File: src/rtl/fp_divsqrt_scheduler_if.sv
// Handshake bundle between EX/ID/WB and the shared FDIV/FSQRT scheduler.
// The master drives issue/ID/WB requests, and the slave is the scheduler.
interface fp_divsqrt_scheduler_if;
    logic       issue_valid;
    logic       issue_is_sqrt;
    logic [4:0] issue_rd;
    logic       issue_ready;
    logic       ex_hold;
    logic       unit_start;

    logic [4:0] id_fp_rs1;
    logic [4:0] id_fp_rs2;
    logic [4:0] id_fp_rs3;
    logic       id_uses_rs1;
    logic       id_uses_rs2;
    logic       id_uses_rs3;
    logic [4:0] id_fp_rd;
    logic       id_fp_reg_write;
    logic       stall_out;

    logic       wb_pipe_fp_reg_write;
    logic       wb_sel;
    logic [4:0] wb_rd;

    modport master (
        output issue_valid, issue_is_sqrt, issue_rd,
        output id_fp_rs1, id_fp_rs2, id_fp_rs3,
        output id_uses_rs1, id_uses_rs2, id_uses_rs3,
        output id_fp_rd, id_fp_reg_write, wb_pipe_fp_reg_write,
        input  issue_ready, ex_hold, unit_start, stall_out, wb_sel, wb_rd
    );

    modport slave (
        input  issue_valid, issue_is_sqrt, issue_rd,
        input  id_fp_rs1, id_fp_rs2, id_fp_rs3,
        input  id_uses_rs1, id_uses_rs2, id_uses_rs3,
        input  id_fp_rd, id_fp_reg_write, wb_pipe_fp_reg_write,
        output issue_ready, ex_hold, unit_start, stall_out, wb_sel, wb_rd
    );
endinterface

File: src/rtl/fp_divsqrt_scheduler.sv
// Issue/latency/scoreboard controller for the shared FDIV.S/FSQRT.S unit.
// This controller arbitrates the FP write port, with priority to pipelined WB. Both latencies must be >= 2.
module fp_divsqrt_scheduler #(
    parameter int DIV_LATENCY  = 16,
    parameter int SQRT_LATENCY = 20
) (
    input logic                    clk,
    input logic                    rst,
    fp_divsqrt_scheduler_if.slave  bus
);
    localparam int MAX_LAT = (DIV_LATENCY > SQRT_LATENCY) ? DIV_LATENCY : SQRT_LATENCY;
    localparam int CNT_W   = $clog2(MAX_LAT);
    localparam logic [CNT_W-1:0] DIV_CNT  = CNT_W'(DIV_LATENCY - 1);
    localparam logic [CNT_W-1:0] SQRT_CNT = CNT_W'(SQRT_LATENCY - 1);

    localparam logic [1:0] S_IDLE = 2'd0;
    localparam logic [1:0] S_BUSY = 2'd1;
    localparam logic [1:0] S_HOLD = 2'd2;

    logic [1:0]       state_q, state_d;
    logic [CNT_W-1:0] cnt_q, cnt_d;
    logic [4:0]       busy_rd_q, busy_rd_d;
    logic             first_q, first_d;
    logic             wb_sel_c;
    logic             accept;
    logic             busy;
    logic             rd_hit;

    assign accept = bus.issue_valid && (state_q == S_IDLE);
    assign busy   = (state_q != S_IDLE);

    // NOTE: every signal written here gets a default first, so no path leaves it unassigned (no latch).
    always_comb begin
        state_d   = state_q;
        cnt_d     = cnt_q;
        busy_rd_d = busy_rd_q;
        first_d   = 1'b0;
        wb_sel_c  = 1'b0;
        case (state_q)
            S_IDLE: begin
                if (accept) begin
                    state_d   = S_BUSY;
                    busy_rd_d = bus.issue_rd;
                    cnt_d     = bus.issue_is_sqrt ? SQRT_CNT : DIV_CNT;
                    first_d   = 1'b1;
                end
            end
            S_BUSY: begin
                if (cnt_q != '0) begin
                    cnt_d = cnt_q - CNT_W'(1);
                end else if (!bus.wb_pipe_fp_reg_write) begin
                    wb_sel_c = 1'b1;
                    state_d  = S_IDLE;
                end else begin
                    state_d = S_HOLD;
                end
            end
            S_HOLD: begin
                if (!bus.wb_pipe_fp_reg_write) begin
                    wb_sel_c = 1'b1;
                    state_d  = S_IDLE;
                end
            end
            default: state_d = S_IDLE;
        endcase
    end

    // NOTE: sequential state uses non-blocking assignments, so every flop samples pre-edge values.
    always_ff @(posedge clk) begin
        if (rst) begin
            state_q   <= S_IDLE;
            cnt_q     <= '0;
            busy_rd_q <= '0;
            first_q   <= 1'b0;
        end else begin
            state_q   <= state_d;
            cnt_q     <= cnt_d;
            busy_rd_q <= busy_rd_d;
            first_q   <= first_d;
        end
    end

    // f0 is an ordinary destination, so register 0 is deliberately not excluded.
    assign rd_hit = (bus.id_uses_rs1 && (bus.id_fp_rs1 == busy_rd_q)) ||
                    (bus.id_uses_rs2 && (bus.id_fp_rs2 == busy_rd_q)) ||
                    (bus.id_uses_rs3 && (bus.id_fp_rs3 == busy_rd_q)) ||
                    (bus.id_fp_reg_write && (bus.id_fp_rd == busy_rd_q));

    assign bus.issue_ready = !busy;
    assign bus.ex_hold     = bus.issue_valid && busy;
    assign bus.unit_start  = first_q;
    assign bus.wb_sel      = wb_sel_c;
    assign bus.wb_rd       = busy_rd_q;
    // HOLD stalls unconditionally so the pipelined WB drains and the result gets the port.
    assign bus.stall_out   = (busy && rd_hit) || (state_q == S_HOLD);
endmodule

File: src/flat_wrapper.sv
// flat-port wrapper written by rule: the top's interface ports become plain ports
module fp_divsqrt_scheduler_flat 
#(
    parameter int DIV_LATENCY  = 16,
    parameter int SQRT_LATENCY = 20
)
  (clk, rst, bus_issue_valid, bus_issue_is_sqrt, bus_issue_rd, bus_id_fp_rs1, bus_id_fp_rs2, bus_id_fp_rs3, bus_id_uses_rs1, bus_id_uses_rs2, bus_id_uses_rs3, bus_id_fp_rd, bus_id_fp_reg_write, bus_wb_pipe_fp_reg_write, bus_issue_ready, bus_ex_hold, bus_unit_start, bus_stall_out, bus_wb_sel, bus_wb_rd);
  fp_divsqrt_scheduler_if bus_i ();
  input logic clk;
  input logic rst;
  input wire logic [$bits(bus_i.issue_valid)-1:0] bus_issue_valid;
  input wire logic [$bits(bus_i.issue_is_sqrt)-1:0] bus_issue_is_sqrt;
  input wire logic [$bits(bus_i.issue_rd)-1:0] bus_issue_rd;
  input wire logic [$bits(bus_i.id_fp_rs1)-1:0] bus_id_fp_rs1;
  input wire logic [$bits(bus_i.id_fp_rs2)-1:0] bus_id_fp_rs2;
  input wire logic [$bits(bus_i.id_fp_rs3)-1:0] bus_id_fp_rs3;
  input wire logic [$bits(bus_i.id_uses_rs1)-1:0] bus_id_uses_rs1;
  input wire logic [$bits(bus_i.id_uses_rs2)-1:0] bus_id_uses_rs2;
  input wire logic [$bits(bus_i.id_uses_rs3)-1:0] bus_id_uses_rs3;
  input wire logic [$bits(bus_i.id_fp_rd)-1:0] bus_id_fp_rd;
  input wire logic [$bits(bus_i.id_fp_reg_write)-1:0] bus_id_fp_reg_write;
  input wire logic [$bits(bus_i.wb_pipe_fp_reg_write)-1:0] bus_wb_pipe_fp_reg_write;
  output wire logic [$bits(bus_i.issue_ready)-1:0] bus_issue_ready;
  output wire logic [$bits(bus_i.ex_hold)-1:0] bus_ex_hold;
  output wire logic [$bits(bus_i.unit_start)-1:0] bus_unit_start;
  output wire logic [$bits(bus_i.stall_out)-1:0] bus_stall_out;
  output wire logic [$bits(bus_i.wb_sel)-1:0] bus_wb_sel;
  output wire logic [$bits(bus_i.wb_rd)-1:0] bus_wb_rd;
  assign bus_i.issue_valid = bus_issue_valid;
  assign bus_i.issue_is_sqrt = bus_issue_is_sqrt;
  assign bus_i.issue_rd = bus_issue_rd;
  assign bus_i.id_fp_rs1 = bus_id_fp_rs1;
  assign bus_i.id_fp_rs2 = bus_id_fp_rs2;
  assign bus_i.id_fp_rs3 = bus_id_fp_rs3;
  assign bus_i.id_uses_rs1 = bus_id_uses_rs1;
  assign bus_i.id_uses_rs2 = bus_id_uses_rs2;
  assign bus_i.id_uses_rs3 = bus_id_uses_rs3;
  assign bus_i.id_fp_rd = bus_id_fp_rd;
  assign bus_i.id_fp_reg_write = bus_id_fp_reg_write;
  assign bus_i.wb_pipe_fp_reg_write = bus_wb_pipe_fp_reg_write;
  assign bus_issue_ready = bus_i.issue_ready;
  assign bus_ex_hold = bus_i.ex_hold;
  assign bus_unit_start = bus_i.unit_start;
  assign bus_stall_out = bus_i.stall_out;
  assign bus_wb_sel = bus_i.wb_sel;
  assign bus_wb_rd = bus_i.wb_rd;
  fp_divsqrt_scheduler #(.DIV_LATENCY(DIV_LATENCY), .SQRT_LATENCY(SQRT_LATENCY)) u_core (.clk(clk), .rst(rst), .bus(bus_i));
endmodule
File: config.mk
export PLATFORM = sky130hd
export DESIGN_NAME = fp_divsqrt_scheduler_flat
export DESIGN_NICKNAME = d
export VERILOG_FILES = /design/src/rtl/fp_divsqrt_scheduler_if.sv /design/src/rtl/fp_divsqrt_scheduler.sv /design/src/flat_wrapper.sv
export SDC_FILE = /design/constraint.sdc
export NUM_CORES = 1
export LEC_CHECK = 0
export ABC_CLOCK_PERIOD_IN_PS = 2120
export BUFFER_PORTS_ARGS = -buffer_cell sky130_fd_sc_hd__buf_2
export CAP_MARGIN = 20
export CORE_MARGIN = 5
export CORE_UTILIZATION = 48
export CTS_BUF_LIST = sky130_fd_sc_hd__clkbuf_2
export DETAILED_ROUTE_END_ITERATION = 8
export GPL_TIMING_DRIVEN = 0
export PLACE_DENSITY_LB_ADDON = 0.05
export SLEW_MARGIN = 0
export SYNTH_ARGS = -nofsm -noshare
export SYNTH_HDL_FRONTEND = slang
export SYNTH_SLANG_ARGS = --single-unit
File: constraint.sdc
create_clock -name clk -period 2.12 [get_ports clk]
set_input_delay 0.106 -clock clk [delete_from_list [all_inputs] [get_ports clk]]
set_output_delay 0.106 -clock clk [all_outputs]
set_load 0.005 [all_outputs]
==> flow_metrics.tcl, run 1 <==
set metrics [dict create \
    outcome "finished clean" \
    dr.first_iter.drc_count 13 \
    dr.pass1.iters 4 \
    routed_via_density 5.079 \
    drc_errors 0 \
    rsz0062_at_grt "no" \
    synth_area_per_cell_um2 8.359 \
    cts_setup_buffers 0 \
    cpMaxStageDelayCell "dfxtp_1" \
    path_depth 7 \
    grt_first_pass_wirelength_um 3643 \
    gr-total-overflow 0 \
    maxCapViolCount 0 \
    layout_commonest_cell "buf_2" \
    synth_top_cell_by_area "dfxtp_1" \
    powerDensity_nw_per_um2 652.3 \
    worst_skew_pair.late_latency_ps 290 \
    dp_cells 186 \
    dp_hpwl_um 1948 \
    period_share_pct 89.52 \
    worst_pin_slew_ps 449.8 \
    path_cells "buf_6 > xor2_1 > nor4_1 > and3_1 > a31oi_1 > a41oi_1 > buf_2" \
    hold_violations 0 \
    nets 203 \
    skew_ps 1.917 \
    whs_path_depth 3 \
    ir_drop_v 0.0004976 \
    grt_usage_pct 16.52 \
    cts_buffers 3 \
    cp_top_family "simple AND/OR/NAND/NOR gates" \
    syn_area_um2 969.7 \
    clk_pin_slew_ps 130 \
    setup_violations 0 \
    slew_violations 0 \
    async_reset_ff_share_pct 0 \
    final_cell_mix "47 x buf_2, 16 x xor2_1, 13 x dfxtp_1" \
    crit_type "flip-flop to output pin" \
    crit_fanout 5 \
    rows 16 \
    setup_tns_ps 0 \
    ys_seq_area_share_pct 26.84 \
    dieArea_um2 3019 \
    htree_levels 1 \
    io_buffers 43 \
    grt_max_degree 11 \
    critPathLaunchType "flip-flop" \
    gp_congestion 0.7717 \
    dieHeight_um 54.95 \
    synth_top_area_share_pct 26.84 \
    syn_inst 116 \
    min_path_type "primary input to flip-flop" \
    ys_warn_count 0 \
    core_area_um2 1942 \
    n_antenna_cell 0 \
    crit_path_end_kind "output pin" \
    cts_tree "yes" \
    slew_headroom_pct 70.01 \
    p_leak_nw 0.6099 \
    ys_types 33 \
    ys.flop_type "dfxtp_1" \
    drive_gt1_share_pct 35.98 \
    fmax_mhz 526.9 \
    worstPathBufferInverterCount 2 \
    final_cell_count_no_fill 191 \
    wl_per_cell_um 12.47 \
    synth-seq-cells 13 \
    initial_core_util_pct 49.94 \
    num_vias 970 \
    cp.arrival_ps 1790 \
    critical-path-max-stage-delay_ps 350 \
    synth_edf_count 0 \
    rr_worst_depth 7 \
    finalWirelength_um 2382 \
    syn2layout_area_growth_pct 28.77 \
    required_ps 2010 \
    fin_crit_ps 1898 \
    ios 44 \
    fillers 194 \
    syn-num-nets 154 \
    antenna_found_initial 0 \
    yosys-top-cells-area "dfxtp_1 27%, xor2_1 14%, ha_1 5.2%, a21oi_1 4.1%, nand3_1 3.6%" \
    cts-root-buf "clkbuf_2" \
    clock-sinks 13 \
    postRouteAntennaNets 0 \
    grt_pass1_vias 878 \
    die_x_um 54.95 \
    clock_path_buffers 2 \
]
-- power by group --
part	internal, W	switching (W)
Clock	0.0000500	0.0000883
Combinational	0.000179	0.000190
Sequential	0.000277	0.0000299
-- sequential cells by signal, summed over array words and instances (netlist names) --
signal	flops
u_core.state_q	2
u_core.bus.unit_start	1
u_core.bus.wb_rd	5
u_core.cnt_q	5
-- final timing paths --
path | start | to | slack, ps
setup / recovery | u_core.bus.wb_rd[3] | bus_stall_out | 220
hold / removal | bus_issue_rd[4] | u_core.bus.wb_rd[4] | 60
setup reg to reg | u_core.state_q[0] | u_core.cnt_q[3] | 340
hold reg to reg | u_core.cnt_q[0] | u_core.cnt_q[0] | 510
-- synthesized netlist by cell type, types with 2 or more instances --
library cell  number
nand2_1            7
nor2b_1            2
buf_2              4
nor4_1             3
a41oi_1            2
inv_1              7
nor3_1             2
buf_6              2
nor2_1             9
o21ai_0            2
dfxtp_1           13
nand3_1            7
ha_1               4
o21ai_1            3
a211oi_2           2
xor2_1            16
a22oi_1            3
xnor2_1            4
a211oi_1           2
nand2b_1           2
a21oi_1            8
-- layout make-up --
cell class / count / area, µm² / share of cell area, %
repair buffers: 44 / 225.2 / 18.04
well taps: 27 / 33.78 / 2.705
flip-flops and latches: 13 / 260.3 / 20.84
multi-input cells: 87 / 625.6 / 50.10
plain buffers: 9 / 57.56 / 4.609
clock buffers: 4 / 20.02 / 1.603
inverters: 7 / 26.28 / 2.104
-- per-stage QoR --
stage          util (%)  total power [W]  hold slack [ps]  instance area, µm²  worst slack (ps)
2_1_floorplan         -        0.0005750            170.6               969.7             564.8
3_3_place_gp      62.76        0.0006699            319.0                1219             418.0
3_5_place_dp      62.76        0.0006808            320.6                1219             366.5
4_1_cts           64.30        0.0008188            53.35                1249             213.7
5_1_grt           64.30        0.0008743            65.94                1249             70.32
6_report          64.30        0.0008145            63.08                1249             222.1
-- logic make-up (layout without fill, tap and decap cells) --
group	count (synthesis)	in the layout	synth area share (%)
simple gates	37	37	21.29
compound gates	25	25	18.97
mux	1	1	1.032
buf+inv	16	64	8.645
fa+ha+maj	4	4	5.161
flops	13	13	26.84
xor+xnor	20	20	18.06
-- layer usage --
metal,routed length (µm),vias up,global-route usage (%)
met2,1137,27,27.17
met3,120,5,2.413
li1,-,497,-
met4,40,0,7.287
met5,0,-,0
met1,1083,441,21.31
-- tightest hold or removal path: cells and delay by family --
kind	cells	cell delay [ps]
AND/OR/NAND/NOR	1	60
AO/OA/AOI/OAI	1	60
buffers and inverters	1	90
-- timing repair --
| item | CTS | global route |
|---|---|---|
| hold endpoints to repair | 1 | 0 |
| resized for setup | 0 | 0 |
| hold buffers | 1 | 0 |
Note: power is estimated with default switching activity, not from simulation.
==> run 2, diff against run 1 <==
- PLACE_DENSITY: unset -> 0.82
- PLACE_DENSITY_LB_ADDON: 0.05 -> unset
==> run 2 against run 1 <==
  * Sequential power about the same
  * Total power barely moved
  * Fmax increased by 1.3%
  * Setup slack gained 24 ps
  * Non-clock buffer count stayed put
  * Worst hold slack got worse by 13 ps
  * Clock skew grew 1.9 ps
  * Utilization stayed put
  * Sequential cell count unchanged
  * Largest cell class unchanged
  * Largest power group unchanged
==> flow_metrics.tcl, run 2 (synthesis results as in run 1) <==
set metrics [dict create \
    setup_violations 0 \
    routed_via_density 5.073 \
    grt_usage_pct 17.86 \
    final_cell_mix "47 x buf_2, 16 x xor2_1, 13 x dfxtp_1" \
    skew_ps 3.796 \
    period_share_pct 88.40 \
    slew_headroom_pct 70.78 \
    crit_fanout 5 \
    path_cells "buf_6 > xor2_1 > nor4_1 > and3_1 > a31oi_1 > a41oi_1 > buf_2" \
    layout_commonest_cell "buf_2" \
    crit_type "flip-flop to output pin" \
    drc_errors 0 \
    io_buffers 43 \
    clock_path_buffers 2 \
    dr.first_iter.drc_count 14 \
    clk_pin_slew_ps 130 \
    cts_tree "yes" \
    wl_per_cell_um 12.83 \
    fin_hold_ws_ps 50.51 \
    multi_input_area_um2 625.6 \
    swShare_pct 37.92 \
    finalWirelength_um 2451 \
    rows 16 \
    p_int_w 0.0005058 \
    dp_hpwl_um 1985 \
    min_path_type "primary input to flip-flop" \
    gr-total-overflow 0 \
    n_antenna_cell 0 \
    ir_drop_v 0.0004604 \
    grt_first_pass_wirelength_um 3891 \
    cp.arrival_ps 1770 \
    grt_pass1_vias 984 \
    crit_path_end_kind "output pin" \
    whs_path_depth 3 \
    p_switching_w 0.0003089 \
    dieHeight_um 54.95 \
    critPathLaunchType "flip-flop" \
    hold_violations 0 \
    pwr-share-clk_pct 16.8 \
    outcome "finished clean" \
    cts-root-buf "clkbuf_2" \
    combPwrFrac_pct 45.5 \
    post_cts_resized 0 \
    slew_violations 0 \
    rr_worst_depth 7 \
    dr.pass1.iters 4 \
    syn2layout_area_growth_pct 28.77 \
    rsz0062_at_grt "no" \
    clock-sinks 13 \
    p_leak_nw 0.6099 \
    powerDensity_nw_per_um2 652.4 \
    maxCapViolCount 0 \
    die_x_um 54.95 \
    postRouteAntennaNets 0 \
    ios 44 \
    core_area_um2 1942 \
    dieArea_um2 3019 \
    worst_pin_slew_ps 438.3 \
    sequentialPowerShare_pct 37.7 \
    htree_levels 1 \
    gp_congestion 0.8330 \
    cts_buffers 3 \
    worst_skew_pair.late_latency_ps 290 \
    fin_crit_ps 1874 \
    setup_tns_ps 0 \
    cpMaxStageDelayCell "dfxtp_1" \
    fmax_mhz 533.6 \
    required_ps 2010 \
    num_vias 969 \
    drive_gt1_share_pct 35.98 \
    antenna_found_initial 0 \
    critical-path-max-stage-delay_ps 340 \
    regArea_um2 260.3 \
    fillers 174 \
    nets 203 \
    grt_max_degree 11 \
    initial_core_util_pct 49.94 \
]
run 2: cell counts in the layout (fill, tap and decap cells not counted):
Identical to the previous run, type by type.
run 2: cell type report:
class                   instances  share of cell area [%]
plain buffers                   9                   4.609
clock buffers                   4                   1.603
inverters                       7                   2.104
multi-input cells              87                   50.10
flip-flops and latches         13                   20.84
well taps                      27                   2.705
repair buffers                 44                   18.04
run 2: path summary, 6_finish.rpt:
path	startpoint	to	slack (ps)
setup reg to reg	u_core.state_q[0]	u_core.cnt_q[3]	310
hold / removal	bus_issue_rd[3]	u_core.bus.wb_rd[3]	50
setup / recovery	u_core.bus.wb_rd[3]	bus_stall_out	250
hold reg to reg	u_core.cnt_q[0]	u_core.cnt_q[0]	510
run 2: metal layers:
metal  global-route usage [%]  up-vias  wire length, µm
met4                    9.717        0               26
li1                         -      493                -
met1                    17.54      430              956
met5                        0        -                0
met2                    34.06       44             1208
met3                    4.021        2              259
run 2: per-stage QoR:
stage / worst slack [ps] / total power (W) / utilization (%) / cell area [µm²] / instances
2_1_floorplan: 564.8 / 0.0005750 / - / 969.7 / 116
3_3_place_gp: 420.1 / 0.0006656 / 62.76 / 1219 / 186
3_5_place_dp: 348.3 / 0.0006809 / 62.76 / 1219 / 186
4_1_cts: 238.1 / 0.0008165 / 63.79 / 1239 / 190
5_1_grt: 105.0 / 0.0008778 / 64.30 / 1249 / 191
6_report: 245.8 / 0.0008147 / 64.30 / 1249 / 191
run 2: power groups by stage:
stage                     Sequential [W]  Clock [W]  Combinational [W]
final                           0.000307   0.000137           0.000371
after global routing            0.000314   0.000150           0.000414
after CTS                       0.000307   0.000138           0.000371
after detailed placement        0.000313          0           0.000368
after global placement          0.000310          0           0.000355
after floorplan                 0.000308          0           0.000267
run 2: repair_timing:
action,CTS,global route
endpoints found under the hold margin,0,1
setup endpoints to repair,0,0
buffers inserted,0,0
hold buffers,0,1
run 2: worst max-delay path, delay by kind of cell (launching register included):
family / cells / cell delay (ps)
and+or+nand+nor: 2 / 460
buffers and inverters: 2 / 270
AOI/OAI and AO/OA: 2 / 250
xor gates and xnor gates: 1 / 160
DFF: 1 / 340
==> run 3, diff against run 2 <==
- ABC_AREA: unset -> 1
- CTS_CLUSTER_DIAMETER: unset -> 80
- PLACE_DENSITY: 0.82 -> 0.81
- TNS_END_PERCENT: unset -> 10
==> run 3 against run 2 <==
  * Fmax up 11%
  * Routed wire length up 2.5%
  * Count of clock-buffer cells in the layout down 1
  * Sequential power up 36%
  * Critical path type unchanged
  * Largest power group unchanged
==> flow_metrics.tcl, run 3 <==
set metrics [dict create \
    required_ps 2010 \
    ys_seq_area_share_pct 26.16 \
    cts_buffers 3 \
    pre_cts_ws_ps 591.2 \
    initial_core_util_pct 50.70 \
    cp_top_family "flip-flops" \
    nets 265 \
    slew_violations 0 \
    p_leak_nw 0.7561 \
    clock-sinks 13 \
    cts-root-buf "clkbuf_2" \
    clk_pin_slew_ps 140 \
    setup_tns_ps 0 \
    clock_path_buffers 2 \
    core_area_um2 1962 \
    worst_skew_pair.late_latency_ps 290 \
    synth.most_common_cell "nand2_1" \
    pwr-share-clk_pct 9.2 \
    sequentialPowerShare_pct 29.7 \
    min_path_type "primary input to flip-flop" \
    worst_pin_slew_ps 350.7 \
    drive_gt1_share_pct 22.57 \
    rows 16 \
    outcome "finished clean" \
    htree_levels 1 \
    path_common_cell "nand2_1" \
    placed_area_um2 1244 \
    n_antenna_cell 0 \
    grt_max_degree 11 \
    dr.first_iter.drc_count 15 \
    ir_drop_v 0.0007293 \
    fin_ws_ps 426.9 \
    grt_pass1_vias 1062 \
    syn_area_um2 994.7 \
    p_int_w 0.0007182 \
    synth_area_per_cell_um2 5.557 \
    synth_edf_count 0 \
    wl_per_cell_um 9.929 \
    ys_warn_count 0 \
    io_buffers 43 \
    postRouteAntennaNets 0 \
    hold_violations 0 \
    dr.pass1.iters 5 \
    grt_first_pass_wirelength_um 4305 \
    final_cell_mix "58 x nand2_1, 43 x buf_2, 33 x nor2_1" \
    yosys-top-cells-area "dfxtp_1 26%, nand2_1 22%, nor2_1 12%, inv_1 11%, a21oi_1 5.5%" \
    slew_headroom_pct 76.62 \
    ios 44 \
    utilization_pct 64.41 \
    cts_setup_buffers 0 \
    critical-path-max-stage-delay_ps 430 \
    crit_path_end_kind "output pin" \
    postCtsHoldBufs 0 \
    post_cts_resized 0 \
    finalWirelength_um 2512 \
    syn2layout_area_growth_pct 27.04 \
    synth_top_area_share_pct 26.16 \
    antenna_found_initial 0 \
    crit_fanout 7 \
    crit_type "flip-flop to output pin" \
    cpMaxStageDelayCell "dfxtp_1" \
    critPathLaunchType "flip-flop" \
    postLayoutCellArea_um2 1264 \
    skew_ps 10.41 \
    dp_hpwl_um 2076 \
    synth_top_cell_by_area "dfxtp_1" \
    layout_commonest_cell "nand2_1" \
    dieHeight_um 55.52 \
    die_x_um 55.52 \
    ys_types 20 \
    synth-seq-cells 13 \
    fmax_mhz 590.6 \
    period_share_pct 79.86 \
    swShare_pct 48.71 \
    ys.flop_type "dfxtp_1" \
    num_vias 1204 \
    p_switching_w 0.0006822 \
    gp_congestion 0.8430 \
    fin_crit_ps 1693 \
    syn-num-nets 217 \
    async_reset_ff_share_pct 0 \
    worstPathBufferInverterCount 1 \
    combPwrFrac_pct 61.1 \
    path_cells "ha_1 > nand4_1 > nand2_1 > nand2_1 > nor2_1 > buf_2" \
    cts_tree "yes" \
    rsz0062_at_grt "no" \
    dieArea_um2 3082 \
    syn_inst 179 \
    setup_violations 0 \
    cp.arrival_ps 1590 \
    powerDensity_nw_per_um2 1108 \
    routed_via_density 4.759 \
    grt_usage_pct 16.48 \
    drc_errors 0 \
    maxCapViolCount 0 \
    gr-total-overflow 0 \
    synthTopCellsByCount "58 x nand2_1, 33 x nor2_1, 29 x inv_1, 13 x dfxtp_1" \
]
[run 3: changes by cell type after synthesis, moves of 4 or more]
cell,previous run,this run
nand2_1,7,58
nor2_1,9,33
inv_1,7,29
xor2_1,16,2
o21ai_0,2,11
buf_2,4,0
[run 3: final timing paths]
kind / startpoint / to / slack, ps / cells after the start
worst max-delay path: u_core.state_q[0] / bus_wb_sel / 430 / 6
worst min-delay path: rst / u_core.cnt_q[4] / 40 / 2
worst max register to register: u_core.state_q[0] / u_core.cnt_q[0] / 570 / 7
worst min register to register: u_core.cnt_q[1] / u_core.cnt_q[1] / 500 / 2
[run 3: logic make-up (layout without fill, tap and decap cells)]
logic type               after synthesis  count (layout)  share of synthesized area [%]
AO/OA/AOI/OAI                         25              25                          13.46
XOR/XNOR                               3               3                          2.642
adder cells (fa/ha/maj)                4               4                          5.032
buffers and inverters                 31              78                          11.70
flip-flops                            13              13                          26.16
AND/OR/NAND/NOR                      103             103                          41.01
[run 3: power groups by stage]
stage                     Combinational, W  Sequential, W  Clock, W
final                             0.000856       0.000416  0.000129
after global routing              0.000998       0.000436  0.000141
after CTS                         0.000859       0.000416  0.000130
after detailed placement          0.000855       0.000423         0
after global placement            0.000823       0.000415         0
after floorplan                   0.000623       0.000409         0
[run 3: metrics by stage]
step	hold WS, ps	std cells	total power, W
2_1_floorplan	175.1	179	0.001032
3_5_place_dp	358.7	249	0.001278
5_1_grt	31.46	253	0.001575
3_3_place_gp	347.8	249	0.001237
4_1_cts	44.48	253	0.001405
6_report	40.43	253	0.001400
[run 3: area by class of cell]
| type | count | area [µm²] |
|---|---|---|
| inverters | 30 | 112.6 |
| flip-flops and latches | 13 | 260.3 |
| clock inverters | 1 | 5.005 |
| fillers | 218 | 698.2 |
| plain buffers | 1 | 3.754 |
| well taps | 27 | 33.78 |
| repair buffers | 43 | 215.2 |
| clock buffers | 3 | 15.01 |
| multi-input cells | 135 | 618.1 |
[run 3: metal layers]
metal  up-vias  global-route usage (%)  share of wire, %
met2        43                   30.57                48
met5         -                       0                 0
met3         5                   3.030               7.9
met1       513                   18.72                43
met4         0                   5.208               1.4
li1        643                       -                 -
